$ cat config.mk
export PLATFORM = sky130hd
export DESIGN_NAME = memory
export DESIGN_NICKNAME = d
export VERILOG_FILES = /design/src/rtl/mips_pkg.sv /design/src/rtl/memory_load_align.sv /design/src/rtl/memory.sv
export SDC_FILE = /design/constraint.sdc
export NUM_CORES = 1
export LEC_CHECK = 0
export ABC_CLOCK_PERIOD_IN_PS = 3620
export CAP_MARGIN = 20
export CORE_UTILIZATION = 37
export DETAILED_ROUTE_END_ITERATION = 10
export PLACE_DENSITY = 0.87
export SYNTH_ARGS = -nofsm -noshare
export SYNTH_HDL_FRONTEND = slang
export SYNTH_SLANG_ARGS = --single-unit
$ cat constraint.sdc
create_clock -name clk -period 3.62 [get_ports clk]
set_input_delay 1.086 -clock clk [delete_from_list [all_inputs] [get_ports clk]]
set_output_delay 1.086 -clock clk [all_outputs]
set_load 0.03 [all_outputs]
$ cat src/rtl/mips_pkg.sv
`default_nettype none
// ============================================================================
// Module   : mips_pkg
// Brief    : Shared encodings for the MIPS core's MEM pipeline stage.
// Revision : 1.0
// ============================================================================
package mips_pkg;

    localparam logic [1:0] SIZE_BYTE = 2'b00;
    localparam logic [1:0] SIZE_HALF = 2'b01;
    localparam logic [1:0] SIZE_WORD = 2'b10;

    typedef enum logic {
        MEM_IDLE = 1'b0,
        MEM_WAIT = 1'b1
    } mem_state_t;

endpackage
`default_nettype wire

$ cat src/rtl/memory_load_align.sv
`default_nettype none
// ============================================================================
// Module   : load_align
// Brief    : Picks the addressed lane of a 32-bit load word and extends it.
// Revision : 1.0
// ============================================================================
module load_align
    import mips_pkg::*;
(
    input  logic [1:0]  addr_lo,
    input  logic [1:0]  size,
    input  logic        sign,
    input  logic [31:0] rdata,
    output logic [31:0] data
);

    logic [7:0]  w_byte;
    logic [15:0] w_half;

    always_comb begin
        // Little-endian lanes: address offset 0 is the least significant byte.
        case (addr_lo)
            2'd0:    w_byte = rdata[7:0];
            2'd1:    w_byte = rdata[15:8];
            2'd2:    w_byte = rdata[23:16];
            default: w_byte = rdata[31:24];
        endcase
        w_half = addr_lo[1] ? rdata[31:16] : rdata[15:0];

        case (size)
            SIZE_BYTE: data = {{24{sign & w_byte[7]}}, w_byte};
            SIZE_HALF: data = {{16{sign & w_half[15]}}, w_half};
            default:   data = rdata;
        endcase
    end

endmodule
`default_nettype wire

$ cat src/rtl/memory.sv
`default_nettype none
// ============================================================================
// Module   : memory
// Brief    : MEM stage - issues aligned data-memory accesses, stalls on wait
//            states, aligns load data and registers the MEM/WB fields.
// Revision : 1.0
// ============================================================================
module memory
    import mips_pkg::*;
#(
    parameter int ADDR_SIZE  = 5,
    parameter int DATA_WIDTH = 32
) (
    input  logic                  clk,
    input  logic                  rst,
    input  logic                  valid_mem,
    input  logic [DATA_WIDTH-1:0] alu_data_mem,
    input  logic [DATA_WIDTH-1:0] store_data_mem,
    input  logic                  mem_re_mem,
    input  logic                  mem_we_mem,
    input  logic [1:0]            mem_size_mem,
    input  logic                  mem_sign_mem,
    input  logic                  reg_d_we_mem,
    input  logic [ADDR_SIZE-1:0]  reg_d_addr_mem,
    input  logic                  reg_d_data_sel_mem,
    output logic                  dmem_req,
    output logic                  dmem_we,
    output logic [DATA_WIDTH-1:0] dmem_addr,
    output logic [3:0]            dmem_be,
    output logic [DATA_WIDTH-1:0] dmem_wdata,
    input  logic                  dmem_ack,
    input  logic [DATA_WIDTH-1:0] dmem_rdata,
    output logic                  mem_stall,
    output logic                  mem_misaligned,
    output logic [DATA_WIDTH-1:0] alu_data_wb,
    output logic [DATA_WIDTH-1:0] mem_data_wb,
    output logic                  reg_d_we_wb,
    output logic [ADDR_SIZE-1:0]  reg_d_addr_wb,
    output logic                  reg_d_data_sel_wb
);

    mem_state_t      r_state;
    logic            w_aligned;
    logic            w_is_mem;
    logic            w_access;
    logic            w_misaligned;
    logic [1:0]      w_lo;
    logic [31:0]     w_load_data;

    assign w_lo     = alu_data_mem[1:0];
    assign w_is_mem = valid_mem & (mem_re_mem | mem_we_mem);

    always_comb begin
        case (mem_size_mem)
            SIZE_BYTE: w_aligned = 1'b1;
            SIZE_HALF: w_aligned = ~w_lo[0];
            default:   w_aligned = (w_lo == 2'b00);
        endcase
    end

    assign w_access     = w_is_mem & w_aligned;
    assign w_misaligned = w_is_mem & ~w_aligned;

    // WAIT relies on upstream holding the MEM inputs, so the request fields
    // are recomputed from them and stay identical until the ack.
    assign dmem_req       = ~rst & ((r_state == MEM_WAIT) | w_access);
    assign dmem_we        = dmem_req & mem_we_mem;
    assign dmem_addr      = {alu_data_mem[DATA_WIDTH-1:2], 2'b00};
    assign mem_stall      = dmem_req & ~dmem_ack;
    assign mem_misaligned = w_misaligned;

    always_comb begin
        case (mem_size_mem)
            SIZE_BYTE: begin
                dmem_be    = 4'b0001 << w_lo;
                dmem_wdata = {4{store_data_mem[7:0]}};
            end
            SIZE_HALF: begin
                dmem_be    = 4'b0011 << w_lo;
                dmem_wdata = {2{store_data_mem[15:0]}};
            end
            default: begin
                dmem_be    = 4'b1111;
                dmem_wdata = store_data_mem;
            end
        endcase
    end

    load_align u_load_align (
        .addr_lo (w_lo),
        .size    (mem_size_mem),
        .sign    (mem_sign_mem),
        .rdata   (dmem_rdata),
        .data    (w_load_data)
    );

    always_ff @(posedge clk or posedge rst) begin
        if (rst) begin
            r_state <= MEM_IDLE;
        end else begin
            case (r_state)
                MEM_IDLE: if (w_access && !dmem_ack) r_state <= MEM_WAIT;
                MEM_WAIT: if (dmem_ack) r_state <= MEM_IDLE;
                default:  r_state <= MEM_IDLE;
            endcase
        end
    end

    always_ff @(posedge clk or posedge rst) begin
        if (rst) begin
            alu_data_wb       <= '0;
            mem_data_wb       <= '0;
            reg_d_we_wb       <= 1'b0;
            reg_d_addr_wb     <= '0;
            reg_d_data_sel_wb <= 1'b0;
        end else if (mem_stall) begin
            reg_d_we_wb <= 1'b0;
        end else begin
            alu_data_wb       <= alu_data_mem;
            mem_data_wb       <= (w_access & mem_re_mem) ? w_load_data : '0;
            reg_d_we_wb       <= valid_mem & reg_d_we_mem & ~w_misaligned;
            reg_d_addr_wb     <= reg_d_addr_mem;
            reg_d_data_sel_wb <= reg_d_data_sel_mem;
        end
    end

endmodule
`default_nettype wire

# Word-level counts from Yosys, hierarchy flattened

Index checks and enable logic that the tools add are counted.

Register bits: 72
Output and inout port bits: 143

Equality and inequality tests: 3
Shift operators: 2
Mux-type cells: 11
Bitwise logic cells: 19
Reduce and logical (&&, ||, !) cells: 4

Operators by type and width:

| cell                                                | count |
|---|---|
| case mux 32 bit (2 select lines)                    | 2 |
| two-way mux 32 bit                                  | 1 |
| case mux 8 bit (3 select lines)                     | 1 |
| two-way mux 16 bit                                  | 1 |
| bitwise AND 1 bit                                   | 11 |
| case mux 4 bit (2 select lines)                     | 1 |
| NOT 1 bit                                           | 6 |
| equality test 2 x 1 -> 1 bit, second input constant | 2 |
| logical NOT 2 bit                                   | 2 |
| case mux 1 bit (2 select lines)                     | 2 |
| left shift 1 x 2 -> 4 bit, first input constant     | 1 |
| left shift 2 x 2 -> 4 bit, first input constant     | 1 |
| two-way mux 1 bit                                   | 3 |
| equality test 2 bit, second input constant          | 1 |
| bitwise OR 1 bit                                    | 2 |
| logical AND 1 bit                                   | 1 |
| logical NOT 1 bit                                   | 1 |

# Logic depth before layout (Yosys ltp)

Gate-level depths: netlist of the first run.

Depth after elaboration: 7
Mapped depth: 7

# Modules after synthesis

A second synthesis of the first run with hierarchy kept.

Cells, all modules: 451
Area total of the unflattened synthesis: 4471.8 µm²

By module, submodules not included:

| module     | times used | cells an instance | area an instance (µm²) | seq. area each (µm²) |
|---|---|---|---|---|
| memory     | 1          | 336               | 3595.9                 | 1801.7 |
| load_align | 1          | 115               | 875.8                  | 0.0 |

# Least setup slack after synthesis of the first run

Ideal clock, no wire load.

Path type: in2out
Start point: input port alu_data_mem[1]
End point: output port dmem_be[2]
Arrival: 2382 ps
Required time: 2534 ps
Path slack: 152 ps
Stages: 4
Path buffers: 3
Cell sequence: buf_6 -> buf_2 -> buf_2 -> o31ai_1

Word-level cells in the longest chain between the ends: 2
Elaborated cells on any way between the ends: 3

Ends and longest elaborated chain:

| element                                                                | RTL line                   | text |
|---|---|---|
| start, declared                                                        | memory.sv:17               | `input logic [DATA_WIDTH-1:0] alu_data_mem,` |
| left shift 2 x 2 -> 4 bit or left shift 1 x 2 -> 4 bit (tied branches) | memory.sv:79, memory.sv:75 |  |
| case mux 4 bit (2 select lines) (*)                                    | memory.sv:73               | `case (mem_size_mem)` |
| end, declared                                                          | memory.sv:29               | `output logic [3:0] dmem_be,` |

Every way passes the cells marked *; elsewhere a longest branch is shown, timed or not.

# Worst setup path in the final report of the first run

Start point: input port mem_size_mem[0]
End point: output port dmem_wdata[14]

Word-level cells in the longest chain between the ends: 2
Elaborated cells on any way between the ends: 3

Ends and longest elaborated chain:

| element                                                           | RTL line     | text |
|---|---|---|
| start, declared                                                   | memory.sv:21 | `input logic [1:0] mem_size_mem,` |
| equality test 2 x 1 -> 1 bit or logical NOT 2 bit (tied branches) | memory.sv:73 |  |
| case mux 32 bit (2 select lines) (*)                              | memory.sv:73 |  |
| end, declared                                                     | memory.sv:30 | `output logic [DATA_WIDTH-1:0] dmem_wdata,` |

Marks and branches as above.

==> results of run 1 <==
per-stage QoR:
step | total power (µW) | setup slack (ns)
after floorplan | 1270 | 0.152
after global placement | 1600 | -0.392
after detailed placement | 1610 | -0.477
after CTS | 2410 | 0.0155
after global routing | 2480 | -0.0122
final | 2380 | 0.0434
sequential cells by signal, indices dropped and copies added (netlist names):
| signal | count |
|---|---|
| alu_data_wb | 32 |
| reg_d_addr_wb | 5 |
| mem_data_wb | 32 |
| r_state | 1 |
| reg_d_data_sel_wb | 1 |
| reg_d_we_wb | 1 |
timing repair:
| item | in CTS | in global routing |
|---|---|---|
| setup buffers | 0 | 0 |
| gates resized for setup | 42 | 3 |
| pin swaps | 0 | 1 |
| endpoints found under the hold margin | 0 | 0 |
| endpoints found under the setup margin | 19 | 4 |
| hold buffers | 0 | 0 |
power groups by stage:
| stage | logic, µW | registers [µW] | clock network [µW] |
|---|---|---|---|
| 6_report | 718 | 868 | 793 |
| 5_1_grt | 755 | 874 | 855 |
| 4_1_cts | 721 | 869 | 820 |
| 3_5_place_dp | 724 | 884 | 0 |
| 3_3_place_gp | 714 | 881 | 0 |
| 2_1_floorplan | 307 | 966 | 0 |
worst min-delay path by stage:
| stage | start | endpoint | depth (start not counted) |
|---|---|---|---|
| 2_1_floorplan | r_state | r_state | 2 |
| 3_5_place_dp | mem_data_wb[0] | mem_data_wb[0] | 1 |
| 6_report | mem_data_wb[6] | mem_data_wb[6] | 1 |
| 5_1_grt | alu_data_wb[6] | alu_data_wb[6] | 1 |
| 3_3_place_gp | alu_data_wb[25] | alu_data_wb[25] | 1 |
| 4_1_cts | alu_data_wb[25] | alu_data_wb[25] | 1 |
final cells by class:
cell class              count  area (µm²)  area share
clock buffers              11         151      0.0227
clock inverters             5         103      0.0154
inverters                   4        16.3     0.00244
multi-input cells         210        1780       0.267
flip-flops and latches     72        1800       0.270
well taps                 136         170      0.0255
repair buffers            271        2650       0.397
placed cells by master, fill, tap and decap left out, types with 2 or more instances in the layout:
cell / n
o21ai_0: 17
or2_2: 2
o22a_1: 3
nand2b_1: 8
a32o_1: 8
buf_4: 30
nand3_1: 5
dlygate4sd2_1: 8
conb_1: 2
mux2i_1: 19
nor2_1: 7
clkinv_2: 2
clkdlybuf4s15_2: 9
mux2_1: 8
and3_1: 2
a21oi_1: 3
o221ai_1: 7
o31ai_1: 2
nor3b_1: 2
dfrtp_1: 72
clkbuf_8: 11
o21bai_1: 3
a221o_1: 16
bufinv_16: 3
a21boi_0: 5
mux2_2: 48
clkdlybuf4s50_1: 220
inv_1: 2
nand2_1: 19
o2bb2ai_1: 7
per-layer routing:
metal / vias to the layer above / part of all wire
li1: 1691 / -
met1: 1781 / 0.37
met2: 193 / 0.52
met3: 30 / 0.080
met4: 0 / 0.034
met5: - / 0
kinds of logic after synthesis:
family                 Yosys count  share of synthesized area
AO/OA/AOI/OAI                   81                      0.167
buffers and inverters           70                      0.113
flip-flops                      72                      0.448
multiplexers                    75                      0.204
other                            1                   0.000932
AND/OR/NAND/NOR                 52                     0.0669
==> flow_metrics.tcl, run 1 <==
set metrics [dict create \
    routed_wl_mm 13.0 \
    portBuffers 252 \
    reg2reg_from "r_state" \
    synth_top_area_share 0.448 \
    die-area_um2 11300 \
    clockRootBuffer "clkbuf_8" \
    ir_worst_vdd_uv 213 \
    swShare 0.294 \
    layout.nets 680 \
    dominantRegCellSynth "dfrtp_1" \
    fin_skew_ns 0.0167 \
    crit_buf_inv 3 \
    clk_pin_slew_worst_paths_ns 0.08 \
    crit_path_end_kind "output port" \
    diodes 0 \
    grtUsageMet2 0.417 \
    final_area_um2 6670 \
    core_um2 10400 \
    busiest_layer "met2" \
    finalNonFillerCells 709 \
    fp-row-count 37 \
    finish.utilization 0.641 \
    async_flop_share 1.00 \
    worst_pin_slew_ns 0.928 \
    drtIter0Drc 156 \
    netlist_area_um2 4020 \
    start_kind "primary input" \
    cts_tree "done" \
    intPower_uw 1680 \
    slowest_delay_ns 0.46 \
    crit_chain "clkdlybuf4s50_1 -> nor2_1 -> buf_4 -> mux2_2 -> clkdlybuf4s15_2" \
    ys_types 43 \
    synthCells 351 \
    power_density_nw_per_um2 357 \
    fill_cells 792 \
    power_frac_comb 0.302 \
    place_congestion 0.912 \
    fin_tns_setup_ns 0 \
    viasPerCell 5.21 \
    max_freq_mhz 280 \
    grt_pass1_wl_mm 19.8 \
    status "finished, final reports clean" \
    p_seq_frac 0.365 \
    ys_warn_count 0 \
    synth_edf_count 0 \
    setup_viol 0 \
    synth_commonest_cells "72 x dfrtp_1, 48 x mux2_2, 45 x buf_4" \
    start_util 0.386 \
    antenna_found_initial 0 \
    path_depth 5 \
    via_count 3695 \
    path_class "primary input to output port" \
    yosysSeqAreaShare 0.448 \
    cts.sinks 72 \
    first_pass_iters 4 \
    hold_slack_ns 0.498 \
    crit_fanout 9 \
    synth_largest_area_cell "dfrtp_1" \
    die_y_um 106 \
    grt_start_max_net_pins 72 \
    dpl.hpwl_mm 10.0 \
    globalRouteOverflowTotal 0 \
    cts_max_level 3 \
    synth.area.top_cells "dfrtp_1 45%, mux2_2 13%, buf_4 8.4%" \
    wl_per_cell_um 18.4 \
    timing.reg2reg.worst_path_depth 4 \
    r2r_slack_ns 1.99 \
    areaGrowthSynthToFinish_pct 65.9 \
    yosysMostFrequentCell "dfrtp_1" \
    cts_buffers 9 \
    cp_data_arrival_time_ns 2.49 \
    hp-class "flop to flop" \
    cp.required_ns 2.53 \
    slowest_stage "clkdlybuf4s50_1" \
    drv_slew 0 \
    layout_min_cycle_time_ns 3.58 \
    ios 255 \
    crit_end "dmem_wdata[14]" \
    crit_family "buffers and inverters" \
    grt.total_usage 0.230 \
    detail-route-antenna-nets 0 \
    die_x_um 106 \
    dpl-instance-area_um2 6400 \
    syn_area_per_cell_um2 11.5 \
    cts_buffer_depth 2 \
    grt_pass1_vias 3787 \
    maxSlewHeadroom 0.380 \
    period_share 0.988 \
    dp.cells 693 \
    rsz0062_at_grt "yes" \
    drv_cap 0 \
    met3_usage 0.0613 \
    p_leak_uw 0.00278 \
    hold_viol 0 \
    pwr-share-clk 0.333 \
    globalRouteMet1Util 0.245 \
    drive_gt1_frac 0.202 \
    r2r-end "alu_data_wb[23]" \
    worstSetupStartpoint "mem_size_mem[0]" \
    p_switching_uw 700 \
    ys_seq_elements 72 \
    drc_errors 0 \
    clk_latency_ns 0.34 \
]
No activity file was read; power rests on OpenSTA's default activity.
==> run 2, diff against run 1 <==
--- a/config.mk
+++ b/config.mk
@@ -9,6 +9,7 @@
 export CAP_MARGIN = 20
 export CORE_UTILIZATION = 37
 export DETAILED_ROUTE_END_ITERATION = 10
+export GPL_TIMING_DRIVEN = 0
 export PLACE_DENSITY = 0.87
 export SYNTH_ARGS = -nofsm -noshare
 export SYNTH_HDL_FRONTEND = slang
==> flow_metrics.tcl, run 2 (synthesis results as in run 1) <==
set metrics [dict create \
    hold_buffers 0 \
    layout.nets 728 \
    fin_tns_setup_ns 0 \
    fin_ws_ns 0.0510 \
    core_um2 10400 \
    clk_latency_ns 0.34 \
    hold_viol 0 \
    power_density_nw_per_um2 316 \
    viasPerCell 5.15 \
    cts_tree "done" \
    globalRouteOverflowTotal 0 \
    place_congestion 0.826 \
    crit_path_end_kind "output port" \
    cts_buffer_depth 2 \
    fill_cells 803 \
    crit_buf_inv 3 \
    cts.sinks 72 \
    slowest_stage "dlygate4sd2_1" \
    first_pass_iters 4 \
    clockRootBuffer "clkbuf_8" \
    die-area_um2 11300 \
    rsz0062_at_grt "no" \
    path_class "primary input to output port" \
    top_regs "alu_data_wb: 32 flops, mem_data_wb: 32 flops, reg_d_addr_wb: 5 flops" \
    cts_buffers 9 \
    drc_errors 0 \
    drv_cap 0 \
    drive_gt1_frac 0.248 \
    crit_family "buffers and inverters" \
    layout_commonest_cell "clkdlybuf4s50_1" \
    worst_pin_slew_ns 0.885 \
    crit_fanout 10 \
    regArea_um2 1800 \
    start_util 0.386 \
    via_count 3897 \
    detail-route-antenna-nets 0 \
    slowest_delay_ns 0.35 \
    period_share 0.986 \
    antenna_found_initial 0 \
    clk_pin_slew_worst_paths_ns 0.06 \
    routed_wl_mm 13.8 \
    portBuffers 250 \
    grt.total_usage 0.244 \
    grt_pass1_wl_mm 21.2 \
    crit_chain "clkdlybuf4s15_2 -> nor2_4 -> buf_4 -> mux2_2 -> dlygate4sd2_1" \
    grt_pass1_vias 4098 \
    dpl.hpwl_mm 10.8 \
    drtIter0Drc 138 \
    multi_input_area_um2 1790 \
    fp-row-count 37 \
    maxSlewHeadroom 0.410 \
    ir_worst_vdd_uv 166 \
    dp_slack_ns -1.16 \
    cp_data_arrival_time_ns 2.48 \
    fin_skew_ns 0.0138 \
    status "finished, final reports clean" \
    grt_start_max_net_pins 73 \
    max_freq_mhz 280 \
    areaGrowthSynthToFinish_pct 72.7 \
    wl_per_cell_um 18.3 \
    layout_common_cells "216 x clkdlybuf4s50_1, 72 x dfrtp_1, 51 x buf_4" \
    hp-class "flop to flop" \
    cp.required_ns 2.53 \
    drv_slew 0 \
    die_x_um 106 \
    layout_min_cycle_time_ns 3.57 \
    die_y_um 106 \
    p_leak_uw 0.00299 \
    ios 255 \
    diodes 0 \
    start_kind "primary input" \
    cts_max_level 3 \
    setup_viol 0 \
]
run 2: final cells by class:
| class | count | area share |
|---|---|---|
| repair buffers | 254 | 0.365 |
| flip-flops and latches | 72 | 0.259 |
| multi-input cells | 210 | 0.257 |
| plain buffers | 65 | 0.0665 |
| well taps | 136 | 0.0245 |
| clock buffers | 12 | 0.0223 |
| inverters | 4 | 0.00270 |
| clock inverters | 3 | 0.00252 |
run 2: layer usage:
metal	routed length [µm]	part of all wire	vias up	global-route usage
met5	0	0	-	0
met4	290	0.021	0	0.0883
met3	1180	0.085	24	0.0674
met2	7360	0.53	207	0.469
met1	4970	0.36	1881	0.250
li1	-	-	1785	-
run 2: timing repair:
| item | 4_1_cts | 5_1_grt |
|---|---|---|
| resized for setup | 94 | 8 |
| pin swaps | 3 | 2 |
| setup endpoints to repair | 32 | 25 |
| buffers inserted | 2 | 2 |
run 2: through the flow:
stage	hold WS [ns]	std cells	util	total power [µW]	cell area, µm²
final	0.495	756	0.667	2190	6950
after global placement	0.476	738	0.643	1630	6700
after CTS	0.500	755	0.665	2210	6930
after detailed placement	0.482	738	0.643	1640	6700
after global routing	0.515	756	0.667	2290	6950
after floorplan	0.483	352	-	1270	4030
run 2: worst paths after layout:
| kind | start | endpoint | slack (ns) | cells after the start |
|---|---|---|---|---|
| worst min-delay path | reg_d_addr_wb[1] | reg_d_addr_wb[1] | 0.50 | 1 |
| min in group asynchronous | rst | alu_data_wb[25] | 1.43 | 2 |
| worst min register to register | reg_d_addr_wb[1] | reg_d_addr_wb[1] | 0.50 | 1 |
| worst max-delay path | mem_size_mem[1] | dmem_wdata[14] | 0.05 | 5 |
| worst max register to register | r_state | mem_data_wb[16] | 2.07 | 5 |
| max in group asynchronous | rst | reg_d_addr_wb[1] | 1.59 | 2 |
run 2: power by group:
part	internal, µW	leakage, µW	switching [µW]
sequential	846	0.000911	22.6
combinational	363	0.00199	389
clock	281	0.0000882	292
total	1490	0.00299	703
==> run 3, diff against run 2 <==
--- a/config.mk
+++ b/config.mk
@@ -7,10 +7,11 @@
 export LEC_CHECK = 0
 export ABC_CLOCK_PERIOD_IN_PS = 3620
 export CAP_MARGIN = 20
-export CORE_UTILIZATION = 37
+export CORE_UTILIZATION = 39
 export DETAILED_ROUTE_END_ITERATION = 10
 export GPL_TIMING_DRIVEN = 0
-export PLACE_DENSITY = 0.87
+export PLACE_DENSITY = 0.88
 export SYNTH_ARGS = -nofsm -noshare
 export SYNTH_HDL_FRONTEND = slang
+export SYNTH_HIERARCHICAL = 1
 export SYNTH_SLANG_ARGS = --single-unit
==> flow_metrics.tcl, run 3 <==
set metrics [dict create \
    layout_commonest_cell "clkdlybuf4s50_1" \
    total_power_uw 2650 \
    fill_cells 811 \
    drc_errors 0 \
    synthCells 451 \
    layout_min_cycle_time_ns 3.56 \
    power_density_nw_per_um2 349 \
    multi_input_area_um2 2160 \
    layout.nets 834 \
    min-delay-start "alu_data_wb[21]" \
    viasPerCell 5.27 \
    cts_tree "done" \
    ys_seq_elements 72 \
    drive_gt1_frac 0.187 \
    grt_pass1_wl_mm 23.7 \
    via_count 4594 \
    drv_slew 0 \
    grt.total_usage 0.266 \
    synth_edf_count 0 \
    dp_slack_ns -1.48 \
    fin_ws_ns 0.0584 \
    regArea_um2 1800 \
    cts.sinks 72 \
    cp.required_ns 2.53 \
    dominantRegCellSynth "dfrtp_1" \
    first_pass_iters 5 \
    status "finished, final reports clean" \
    cts_max_level 3 \
    synth_commonest_cells "72 x dfrtp_1, 67 x nand2_1, 42 x buf_4, 42 x o21ai_0, 36 x mux2_1" \
    dp.cells 845 \
    worst_pin_slew_ns 0.866 \
    cp_data_arrival_time_ns 2.48 \
    max_freq_mhz 281 \
    start_kind "primary input" \
    grt_pass1_vias 4623 \
    yosysSeqAreaShare 0.403 \
    rsz0062_at_grt "no" \
    grt_start_max_net_pins 45 \
    async_flop_share 1.00 \
    cts_buffers 9 \
    die_y_um 109 \
    die-area_um2 11900 \
    crit_fanout 6 \
    fp-row-count 38 \
    period_share 0.984 \
    cts_buffer_depth 2 \
    areaGrowthSynthToFinish_pct 70.0 \
    drv_cap 0 \
    antenna_found_initial 4 \
    top_regs "alu_data_wb: 32 flops, mem_data_wb: 32 flops, reg_d_addr_wb: 5 flops" \
    fin_tns_setup_ns 0 \
    dpl.hpwl_mm 12.3 \
    detail-route-antenna-nets 0 \
    routed_wl_mm 16.0 \
    hold_viol 0 \
    maxSlewHeadroom 0.420 \
    fin_skew_ns 0.00440 \
    syn_area_per_cell_um2 9.92 \
    wl_per_cell_um 18.3 \
    slowest_delay_ns 0.29 \
    crit_buf_inv 4 \
    clockRootBuffer "clkbuf_16" \
    slowest_stage "or2_4" \
    crit_family "buffers and inverters" \
    layout_common_cells "213 x clkdlybuf4s50_1, 72 x dfrtp_1, 67 x nand2_1" \
    yosysMostFrequentCell "dfrtp_1" \
    worstSetupStartpoint "mem_size_mem[1]" \
    setup_viol 0 \
    clk_pin_slew_worst_paths_ns 0.05 \
    clk_latency_ns 0.33 \
    reg2reg_from "r_state" \
    ios 255 \
    drtIter0Drc 316 \
    die_x_um 109 \
    crit_chain "clkdlybuf4s15_2 -> or2_4 -> a221oi_4 -> buf_4 -> buf_6 -> and2_4 -> clkbuf_4" \
    ys_types 38 \
    synth.area.top_cells "dfrtp_1 40%, mux2_1 9.1%, buf_4 7.1%" \
    hp-class "flop to flop" \
    ys_warn_count 6 \
    synth_largest_area_cell "dfrtp_1" \
    hold_slack_ns 0.490 \
    path_class "primary input to output port" \
    finalNonFillerCells 872 \
    place_congestion 0.900 \
    p_leak_uw 0.00326 \
    core_um2 11000 \
    synth_top_area_share 0.403 \
    start_util 0.407 \
    portBuffers 252 \
    crit_path_end_kind "output port" \
    globalRouteOverflowTotal 0 \
    ir_worst_vdd_uv 265 \
    netlist_area_um2 4470 \
]
==> run 3: cell type report <==
| class | instances | area share |
|---|---|---|
| Tap cell | 140 | 0.0230 |
| Inverter | 5 | 0.00296 |
| Clock buffer | 10 | 0.0301 |
| Clock inverter | 6 | 0.0122 |
| Antenna cell | 5 | 0.00165 |
| Timing Repair inverter | 1 | 0.000658 |
| Buffer | 76 | 0.0711 |
| Timing Repair Buffer | 260 | 0.337 |
| Multi-Input combinational cell | 297 | 0.284 |
| Sequential cell | 72 | 0.237 |
==> run 3: final timing paths <==
kind	endpoint	slack, ns	cells past startpoint
max	dmem_req	0.06	7
min	alu_data_wb[21]	0.49	1
max reg2reg	mem_data_wb[28]	1.66	8
min reg2reg	alu_data_wb[21]	0.49	1
max in group asynchronous	alu_data_wb[16]	1.49	3
min in group asynchronous	reg_d_addr_wb[2]	1.34	3
==> run 3: worst register-to-register path, stage by stage (launching register included) <==
cell	delay (ns)
dfrtp_1	0.37
and3b_2	0.24
a221oi_4	0.22
buf_4	0.16
buf_6	0.10
buf_4	0.13
clkbuf_1	0.36
nand3_1	0.17
o21ai_0	0.12
==> run 3: repair_timing <==
item | in CTS | in global routing
cloned | 1 | 0
buffers inserted | 6 | 1
endpoints found under the setup margin | 32 | 9
hold buffers | 0 | 0
pin swaps | 3 | 2
gates resized for setup | 73 | 17
==> run 3: routing by layer <==
metal / global-route usage / wire, µm
met5: 0 / 0
met4: 0.181 / 834
met3: 0.0813 / 1500
met2: 0.487 / 8140
met1: 0.253 / 5490
==> run 3: logic make-up after synthesis <==
group / after synthesis / share of synthesized area
simple gates: 125 / 0.128
compound gates: 91 / 0.153
buf+inv: 83 / 0.122
mux: 79 / 0.193
flops: 72 / 0.403
other cells: 1 / 0.000839
==> run 3: stage by stage <==
step / utilization / instance area [µm²]
floorplan: - / 4490
global placement: 0.654 / 7180
detailed placement: 0.656 / 7200
CTS: 0.689 / 7570
global route: 0.692 / 7600
finish: 0.692 / 7600
==> run 3: power breakdown <==
group	total (µW)	internal, µW	switching [µW]
Combinational	824	385	439
Clock	957	607	350
Sequential	872	848	23.7
